--- config.mk ---
export PLATFORM = sky130hd
export DESIGN_NAME = uart_rcv_os
export DESIGN_NICKNAME = d
export VERILOG_FILES = /design/src/rtl/uart_rcv_os.sv
export SDC_FILE = /design/constraint.sdc
export NUM_CORES = 1
export LEC_CHECK = 0
export CAP_MARGIN = 0
export CORE_UTILIZATION = 50
export DETAILED_ROUTE_END_ITERATION = 6
export PLACE_DENSITY = 0.7
export SYNTH_ARGS = -nofsm -noshare
export SYNTH_HDL_FRONTEND = slang
export SYNTH_SLANG_ARGS = --single-unit
--- constraint.sdc ---
create_clock -name clk -period 3.1 [get_ports clk]
set_input_delay 0.62 -clock clk [delete_from_list [all_inputs] [get_ports clk]]
set_output_delay 0.62 -clock clk [all_outputs]
set_load 0.02 [all_outputs]
--- src/rtl/uart_rcv_os.sv ---
// 8N1 UART receiver (LSB first) with double-flop input sync, false-start
// rejection, one-cycle framing-error pulse and sticky overrun flag.
module uart_rcv_os #(
  parameter int BAUD_CNT = 2604,
  parameter int HALF_CNT = BAUD_CNT / 2
) (
  input  logic       clk,
  input  logic       rst,
  input  logic       RX,
  input  logic       clr_rdy,
  output logic [7:0] rx_data,
  output logic       rdy,
  output logic       frame_err,
  output logic       overrun
);

  localparam logic [1:0] IDLE  = 2'd0;
  localparam logic [1:0] START = 2'd1;
  localparam logic [1:0] DATA  = 2'd2;
  localparam logic [1:0] STOP  = 2'd3;

  localparam logic [11:0] HALF_LD = 12'(HALF_CNT);
  localparam logic [11:0] BIT_LD  = 12'(BAUD_CNT - 1);

  logic        rx_meta_q, rx_meta_d;
  logic        rx_s_q, rx_s_d;
  logic        rx_dly_q, rx_dly_d;
  logic [1:0]  state_q, state_d;
  logic [11:0] baud_cnt_q, baud_cnt_d;
  logic [3:0]  bit_cnt_q, bit_cnt_d;
  logic [7:0]  shift_q, shift_d;
  logic [7:0]  rx_data_q, rx_data_d;
  logic        rdy_q, rdy_d;
  logic        frame_err_q, frame_err_d;
  logic        overrun_q, overrun_d;
  logic        unread_q, unread_d;

  logic fall;
  logic sample;

  assign fall   = rx_dly_q & ~rx_s_q;
  assign sample = (baud_cnt_q == 12'd0);

  always_comb begin
    rx_meta_d   = RX;
    rx_s_d      = rx_meta_q;
    rx_dly_d    = rx_s_q;
    state_d     = state_q;
    baud_cnt_d  = baud_cnt_q;
    bit_cnt_d   = bit_cnt_q;
    shift_d     = shift_q;
    rx_data_d   = rx_data_q;
    rdy_d       = rdy_q;
    frame_err_d = 1'b0;
    overrun_d   = overrun_q;
    unread_d    = unread_q;

    if (baud_cnt_q != 12'd0) begin
      baud_cnt_d = baud_cnt_q - 12'd1;
    end

    if (clr_rdy) begin
      rdy_d     = 1'b0;
      overrun_d = 1'b0;
      unread_d  = 1'b0;
    end

    // rdy drops at every start edge, so overrun tracks an unconsumed byte
    // through unread_q, which only clr_rdy (or reset) retires.
    case (state_q)
      IDLE: begin
        if (fall) begin
          baud_cnt_d = HALF_LD;
          rdy_d      = 1'b0;
          state_d    = START;
        end
      end
      START: begin
        if (sample) begin
          if (rx_s_q) begin
            state_d = IDLE;
          end else begin
            baud_cnt_d = BIT_LD;
            bit_cnt_d  = 4'd0;
            state_d    = DATA;
          end
        end
      end
      DATA: begin
        if (sample) begin
          shift_d    = {rx_s_q, shift_q[7:1]};
          bit_cnt_d  = bit_cnt_q + 4'd1;
          baud_cnt_d = BIT_LD;
          if (bit_cnt_q == 4'd7) begin
            state_d = STOP;
          end
        end
      end
      STOP: begin
        if (sample) begin
          if (rx_s_q) begin
            rx_data_d = shift_q;
            rdy_d     = 1'b1;
            unread_d  = 1'b1;
            if (unread_q && !clr_rdy) begin
              overrun_d = 1'b1;
            end
          end else begin
            frame_err_d = 1'b1;
          end
          state_d = IDLE;
        end
      end
      default: state_d = IDLE;
    endcase
  end

  always_ff @(posedge clk or posedge rst) begin
    if (rst) begin
      rx_meta_q   <= 1'b1;
      rx_s_q      <= 1'b1;
      rx_dly_q    <= 1'b1;
      state_q     <= IDLE;
      baud_cnt_q  <= 12'd0;
      bit_cnt_q   <= 4'd0;
      shift_q     <= 8'h00;
      rx_data_q   <= 8'h00;
      rdy_q       <= 1'b0;
      frame_err_q <= 1'b0;
      overrun_q   <= 1'b0;
      unread_q    <= 1'b0;
    end else begin
      rx_meta_q   <= rx_meta_d;
      rx_s_q      <= rx_s_d;
      rx_dly_q    <= rx_dly_d;
      state_q     <= state_d;
      baud_cnt_q  <= baud_cnt_d;
      bit_cnt_q   <= bit_cnt_d;
      shift_q     <= shift_d;
      rx_data_q   <= rx_data_d;
      rdy_q       <= rdy_d;
      frame_err_q <= frame_err_d;
      overrun_q   <= overrun_d;
      unread_q    <= unread_d;
    end
  end

  assign rx_data   = rx_data_q;
  assign rdy       = rdy_q;
  assign frame_err = frame_err_q;
  assign overrun   = overrun_q;

endmodule

Word level (Yosys, flattened, before mapping)
Index checks and enable logic that the tools add are counted.
{ "word_totals": {"ff_bits": 41, "input_bits": 4} }
{ "classes": {"n_bitwise": 2, "add_sub_neg": 2, "n_reduce_logical": 10, "muxes": 34, "n_eq_ne": 10} }
{ "ops": {"columns": ["cell", "n"], "rows": [
  ["$mux W12", 5],
  ["$pmux W12 S3", 1],
  ["$mux W1", 16],
  ["$logic_not A12 Y1", 1],
  ["$mux W2", 6],
  ["$mux W4", 3],
  ["$ne A2 B2 Y1 const B", 6],
  ["$reduce_bool A12 Y1", 1],
  ["$sub A12 B1 Y12 const B", 1],
  ["$pmux W2 S4", 1],
  ["$pmux W4 S2", 1],
  ["$reduce_and A5 Y1", 1],
  ["$add A4 B1 Y4 const B", 1],
  ["$eq A2 B2 Y1 const B", 2],
  ["$eq A4 B3 Y1 const B", 1],
  ["$reduce_and A4 Y1", 1],
  ["$reduce_and A3 Y1", 1],
  ["$eq A2 B1 Y1 const B", 1],
  ["$logic_not A2 Y1", 1],
  ["$pmux W1 S2", 1],
  ["$reduce_and A2 Y1", 1],
  ["$reduce_bool A2 Y1", 1],
  ["$and A1 B1 Y1", 1],
  ["$logic_and A1 B1 Y1", 1],
  ["2 further kinds", 2]
]} }

Longest topological paths before layout
Gate-level depths: netlist of run 1.
{ "logic_depth": {"ltp_word": 6, "depth_mapped": 10, "depth_no_buf": 9} }

Least setup slack after synthesis of run 1
Ideal clock, no wire load.
{ "synth_path": {"kind": "register -> register", "start": "register baud_cnt_q[0]", "end": "register baud_cnt_q[0]", "required_time_ns": 2.974, "arrival_ns": 2.153, "path_stages_with_launch": 11, "path_slack_ns": 0.820, "synth_period_minus_slack_ns": 2.280, "cell_sequence": "dfrtp_1 inv_1 ha_1 nor4b_4 and3_4 inv_1 buf_4 ha_1 nor2b_1 mux2i_1 a311o_1"} }
{ "synth_via": {"elab_chain_cells": 5} }
{ "synth_rtl": {"columns": ["item", "line", "rtl"], "rows": [
  ["start, declared", "29", "logic [11:0] baud_cnt_q, baud_cnt_d;"],
  ["start signal, assigned", "137", "baud_cnt_q <= baud_cnt_d;"],
  ["$sub A12 B1 Y12 or $reduce_bool A12 Y1 (tied branches)", "59, 58", null],
  ["$mux W12", "58", "if (baud_cnt_q != 12'd0) begin"],
  ["$mux W12", "80", "if (rx_s_q) begin"],
  ["$mux W12", "79", "if (sample) begin"],
  ["$pmux W12 S3 (*)", "70", "case (state_q)"],
  ["via baud_cnt_d[0]", "29", null]
]} }
The timed path passes the listed nets; every way through them passes the cells marked *.
A chain may end at the register's enable or synchronous reset.

Worst setup path after layout of run 1
Same ends and word-level chain as after synthesis.

==> results.py, run 1 <==
metrics = {
    "status": {
        "status": "complete, no violations",
    },
    "grt": {
        "grt_antenna_before_repair": 0,
        "grt_pass1_wl_um": 7040,
        "grt_pass1_vias": 1540,
        "overflow": 0,
        "grt_max_degree": 42,
        "grt_use_total_pct": 21.3,
    },
    "detailed_routing": {
        "first_pass_iters": 4,
        "vias_per_cell": 6.03,
        "wirelength_um": 4070,
        "drtAntennaViolNets": 0,
        "wl_per_cell_um": 15.9,
        "drt_iter0_drc": 73,
        "num_vias": 1537,
        "drc": 0,
    },
    "logic_synthesis": {
        "syn_nets": 199,
        "synth-seq-area-share_pct": 49.2,
        "ys.flop_type": "dfrtp_1",
        "yosysTopAreaCellShare_pct": 45.4,
        "mappedNetlistArea_um2": 2090,
        "synth_top_area_cell": "dfrtp_1",
        "ys_warn_count": 0,
        "synthTopCellsByArea": "dfrtp_1 (45%), mux2_2 (8.6%), ha_1 (4.2%), dfstp_2 (3.8%), o21ai_0 (3.1%)",
        "synth_edf_count": 0,
        "syn_avg_cell_area_um2": 11.1,
        "ys_async_sr_fraction_pct": 100,
        "synth_cells": 188,
        "ys_types": 52,
        "synth-seq-cells": 41,
    },
    "floorplanning": {
        "io_pins": 15,
        "fp.dieW_um": 66.7,
        "initial_core_util_pct": 52.4,
        "chipHeight_um": 66.7,
        "num_rows": 23,
        "dieArea_um2": 4450,
        "core_um2": 4000,
    },
    "finish": {
        "area_delta_synth_final_pct": 14.6,
        "drive_gt1_share_pct": 18.5,
        "diodes": 0,
        "multi_input_area_um2": 973,
        "fin_area_um2": 2400,
        "nNetsFinal": 215,
        "layout.cells.non_filler": 255,
        "seqCellArea_um2": 1030,
        "fillCellCount": 300,
    },
    "clocking": {
        "root_buffer": "clkbuf_8",
        "clk_pin_slew_worst_paths_ps": 80,
        "ctsResizeCount": 0,
        "cts_hold_buf": 0,
        "cts_made_buffers": 5,
        "cts_setup_buffers": 0,
        "cts.sinks": 41,
        "htree_levels": 2,
        "cts_buffer_depth": 2,
        "clock_latency_ps": 290,
        "cts_tree": "done",
    },
    "power": {
        "ir_worst_vdd_mv": 0.399,
        "cellLeakagePower_nw": 1.05,
        "p_per_area_nw_per_um2": 883,
    },
    "worst_setup_path": {
        "start_kind": "flip-flop",
        "cp-end-kind": "flip-flop",
        "cp_max_fo": 13,
        "worstSetupPathType": "flip-flop to flip-flop",
        "crit_arrival_ps": 2770,
        "required_ps": 3290,
    },
    "sta": {
        "finClkSkew_ps": 8.22,
        "layout_setup_ws_ps": 515,
        "min_period_ps": 2580,
        "slew_violations": 0,
        "finalCritPeriodShare_pct": 83.4,
        "tightest_slew_ps": 702,
        "fmax_ghz": 0.387,
        "finalSetupTns_ps": 0,
        "finalSetupViolCount": 0,
        "finalHoldViolCount": 0,
        "rsz0062_at_grt": "false",
        "slew-limit-headroom_pct": 52.0,
    },
    "placed_design": {
        "gp_congestion": 0.845,
        "placed_cell_area_um2": 2270,
        "dp_worst_setup_slack_ps": 527,
        "dpl.cell_count": 247,
        "port_buffers": 14,
        "dpl.hpwl_um": 2910,
    },
    "min_path": {
        "hp-class": "flip-flop to flip-flop",
    },
    "run": {
        "drv_cap": 0,
    },
}
[layout by cell type, fill, tap and decap left out, types with 3 or more instances in the layout]
master / synthesis / routed
nor3_1: 7 / 7
mux2i_1: 3 / 3
dfrtp_1: 38 / 38
nand2_1: 6 / 6
nand2b_1: 4 / 4
o21ai_0: 13 / 13
a31oi_1: 3 / 3
clkbuf_8: 0 / 5
inv_1: 14 / 14
nand3_1: 5 / 5
nor2_1: 10 / 10
dfstp_2: 3 / 3
clkdlybuf4s50_1: 0 / 14
a21oi_1: 4 / 4
mux2_2: 16 / 16
ha_1: 7 / 7
[final timing paths]
path	cells after the start	slack (ps)	start	endpoint
max	9	520	baud_cnt_q[0]	baud_cnt_q[0]
min	0	360	rx_meta_q	rx_dly_d
max reg2reg	9	520	baud_cnt_q[0]	baud_cnt_q[0]
min reg2reg	0	360	rx_meta_q	rx_dly_d
max in group asynchronous	3	1980	rst	rx_meta_q
min in group asynchronous	3	750	rst	baud_cnt_q[6]
[where the power goes]
part / leakage (nW) / internal [mW] / switching (mW)
clock network: 0.0681 / 0.320 / 0.184
logic: 0.433 / 0.344 / 0.511
registers: 0.547 / 0.634 / 0.125
[cells by family after synthesis]
family	synth area share, %
compound gates	13.8
xor+xnor	1.67
fa+ha+maj	4.18
buf+inv	4.36
flops	49.2
mux	10.0
simple gates	16.8
[per-layer routing]
metal	share of wire [%]	track usage, %	up-vias
met5	0	0	-
met4	3.2	10.6	0
met3	4.8	4.97	16
met2	48	33.8	48
met1	44	27.0	746
li1	-	-	727
[sequential cells by signal, summed over array words and instances, names as in the netlist, named ones only]
register    flops
overrun         1
rx_data         8
unread_q        1
rx_dly_d        1
bit_cnt_q       4
rx_meta_q       1
frame_err       1
rx_dly_q        1
rdy             1
shift_q         8
baud_cnt_q     12
state_q         1
[worst max-delay path, stage by stage, from the launching register on]
cell	delay [ps]
dfrtp_1	430
inv_1	80
ha_1	200
nor4b_4	330
and3_4	340
inv_1	210
ha_1	360
nor2b_1	110
mux2i_1	80
a311o_1	340
[per-stage QoR]
step / util (%) / total power [mW] / hold WS, ps
finish: 60.0 / 2.12 / 360
global route: 60.0 / 2.28 / 366
CTS: 60.0 / 2.12 / 361
detailed placement: 56.6 / 1.62 / 350
global placement: 56.6 / 1.58 / 350
floorplan: - / 1.43 / 345
[cell type report]
type                       count  share of cell area, %
timing repair buffer          15                   6.15
sequential                    41                   42.9
clock buffer                   5                   2.87
tap                           50                   2.61
multi-input combinational    127                   40.6
inverter                      14                   2.19
clock inverter                 3                   2.71
[Yosys cell counts (all sizes together), types with 3 or more instances]
library cell / number
mux2i: 3
mux2: 16
ha: 7
dfstp: 3
nor4: 3
clkbuf: 3
a31oi: 3
nor2: 10
a21oi: 4
buf: 3
nand2: 7
nand2b: 4
nand3: 6
inv: 14
nor3: 8
o21ai: 13
dfrtp: 38
(Power assumes the default switching activity.)
==> run 2: changes to the inputs <==
Clock period 3.1 ns to 2.5 ns, I/O delays scaled along.
==> run 2 against run 1 <==
Net effect: clock skew down 3.0 ps; final area up 0.37%; worst hold slack barely moved; non-clock buffer count up 3; register-to-register slack lost 290 ps; power is 22% higher; highest routed layer unchanged.
==> results.py, run 2 (synthesis gave the netlist of run 1 again) <==
metrics = {
    "status": {
        "status": "complete, no violations",
    },
    "finish": {
        "nNetsFinal": 218,
        "layout.cells.most_common": "dfrtp_1",
        "largest_register": "baud_cnt_q",
        "drive_gt1_share_pct": 19.7,
        "final_cell_mix": "dfrtp_1 (38), mux2_2 (16), inv_1 (14), clkdlybuf4s50_1 (14), o21ai_0 (13)",
        "area_delta_synth_final_pct": 15.0,
        "diodes": 0,
        "fin_area_um2": 2410,
        "largest_reg_flops": 12,
    },
    "floorplanning": {
        "num_rows": 23,
        "io_pins": 15,
        "initial_core_util_pct": 52.4,
        "fp.dieW_um": 66.7,
        "chipHeight_um": 66.7,
        "core_um2": 4000,
        "dieArea_um2": 4450,
    },
    "clocking": {
        "clk_pin_slew_worst_paths_ps": 80,
        "root_buffer": "clkbuf_8",
        "htree_levels": 2,
        "cts_made_buffers": 5,
        "cts_hold_buf": 0,
        "cts_setup_buffers": 0,
        "cts.sinks": 41,
        "cts_buffer_depth": 2,
        "cts_tree": "done",
        "clock_latency_ps": 300,
        "ctsResizeCount": 0,
    },
    "power": {
        "ir_worst_vdd_mv": 0.569,
        "cellLeakagePower_nw": 1.05,
        "p_per_area_nw_per_um2": 1070,
    },
    "worst_setup_path": {
        "cp_cell_sequence": "inv_1 -> ha_1 -> nor4b_4 -> and3_4 -> inv_1 -> ha_1 -> nor2b_1 -> mux2i_1 -> a311o_1",
        "required_ps": 2680,
        "start_kind": "flip-flop",
        "cp-end-kind": "flip-flop",
        "slowest_delay_ps": 430,
        "cp_max_fo": 5,
        "crit_arrival_ps": 2460,
        "worstSetupPathType": "flip-flop to flip-flop",
        "cp_slowest_cell": "dfrtp_1",
    },
    "placed_design": {
        "gp_congestion": 0.881,
        "placed_cell_area_um2": 2290,
        "port_buffers": 14,
        "dpl.hpwl_um": 2910,
    },
    "grt": {
        "grt_max_degree": 42,
        "overflow": 0,
        "grt_use_total_pct": 21.4,
        "grt_pass1_vias": 1513,
        "grt_antenna_before_repair": 0,
        "grt_pass1_wl_um": 7070,
    },
    "sta": {
        "rsz0062_at_grt": "false",
        "slew_violations": 0,
        "hold_slack_ps": 360,
        "finClkSkew_ps": 5.18,
        "fmax_ghz": 0.440,
        "slew-limit-headroom_pct": 56.6,
        "tightest_slew_ps": 634,
        "min_period_ps": 2270,
        "finalSetupTns_ps": 0,
        "finalHoldViolCount": 0,
        "finalSetupViolCount": 0,
        "finalCritPeriodShare_pct": 90.9,
    },
    "detailed_routing": {
        "num_vias": 1520,
        "drt_iter0_drc": 56,
        "wl_per_cell_um": 16.0,
        "vias_per_cell": 5.89,
        "drtAntennaViolNets": 0,
        "wirelength_um": 4130,
        "drc": 0,
        "first_pass_iters": 4,
    },
    "run": {
        "drv_cap": 0,
    },
    "min_path": {
        "hp-class": "flip-flop to flip-flop",
    },
}
==> run 2: cell count changes in the layout (fill, tap and decap cells not counted) <==
cell | previous run | this run
buf_4 | 1 | 4
bufinv_16 | 2 | 1
clkbuf_8 | 5 | 6
clkinv_2 | 1 | 0
clkinvlp_4 | 0 | 1
==> run 2: stage by stage <==
| step | utilization, % | total power [mW] | instances | setup WS (ps) |
|---|---|---|---|---|
| floorplan | - | 1.77 | 188 | 220 |
| global placement | 57.2 | 1.98 | 250 | 354 |
| detailed placement | 57.2 | 2.02 | 250 | 249 |
| CTS | 60.2 | 2.59 | 258 | 236 |
| global route | 60.2 | 2.76 | 258 | 102 |
| finish | 60.2 | 2.59 | 258 | 227 |
==> run 2: per-layer routing <==
| layer | wire length, um | track usage, % | vias up |
|---|---|---|---|
| met3 | 136 | 5.82 | 6 |
| li1 | - | - | 727 |
| met4 | 59 | 6.65 | 0 |
| met1 | 1900 | 26.2 | 763 |
| met2 | 2040 | 36.4 | 24 |
| met5 | 0 | 0 | - |
==> run 2: layout make-up <==
| type | instances | area, um^2 |
|---|---|---|
| repair buffers | 18 | 170 |
| clock buffers | 6 | 82.6 |
| flip-flops and latches | 41 | 1030 |
| well taps | 50 | 62.6 |
| fillers | 342 | 1590 |
| inverters | 14 | 52.6 |
| multi-input cells | 127 | 973 |
| clock inverters | 2 | 37.5 |
==> run 2: path summary, 6_finish.rpt <==
| kind | start | endpoint | slack [ps] | depth (start not counted) |
|---|---|---|---|---|
| setup reg to reg | baud_cnt_q[0] | baud_cnt_q[0] | 230 | 9 |
| hold / removal | rx_meta_q | rx_dly_d | 360 | 0 |
| hold reg to reg | rx_meta_q | rx_dly_d | 360 | 0 |
| max in group asynchronous | rst | rx_meta_q | 1500 | 3 |
| setup / recovery | baud_cnt_q[0] | baud_cnt_q[0] | 230 | 9 |
| min in group asynchronous | rst | baud_cnt_q[11] | 610 | 3 |
==> run 2: power breakdown <==
group          switching (mW)  internal (mW)
Combinational           0.630          0.452
Sequential              0.158          0.787
Clock                   0.235          0.325
==> run 2: critical path, delay by kind of cell (launching register included) <==
kind,cells,cell delay (ps)
buffers and inverters,2,140
DFF,1,430
adders and majority gates,2,470
AOI/OAI and AO/OA,1,350
muxes,1,80
and+or+nand+nor,3,680
==> run 3: changes to the inputs <==
Settings changed: CTS_BUF_LIST set to sky130_fd_sc_hd__clkbuf_4 sky130_fd_sc_hd__clkbuf_8 sky130_fd_sc_hd__clkbuf_16.
==> results of run 3 <==
No change in the layout: final DEF, timing and power equal those of run 2.
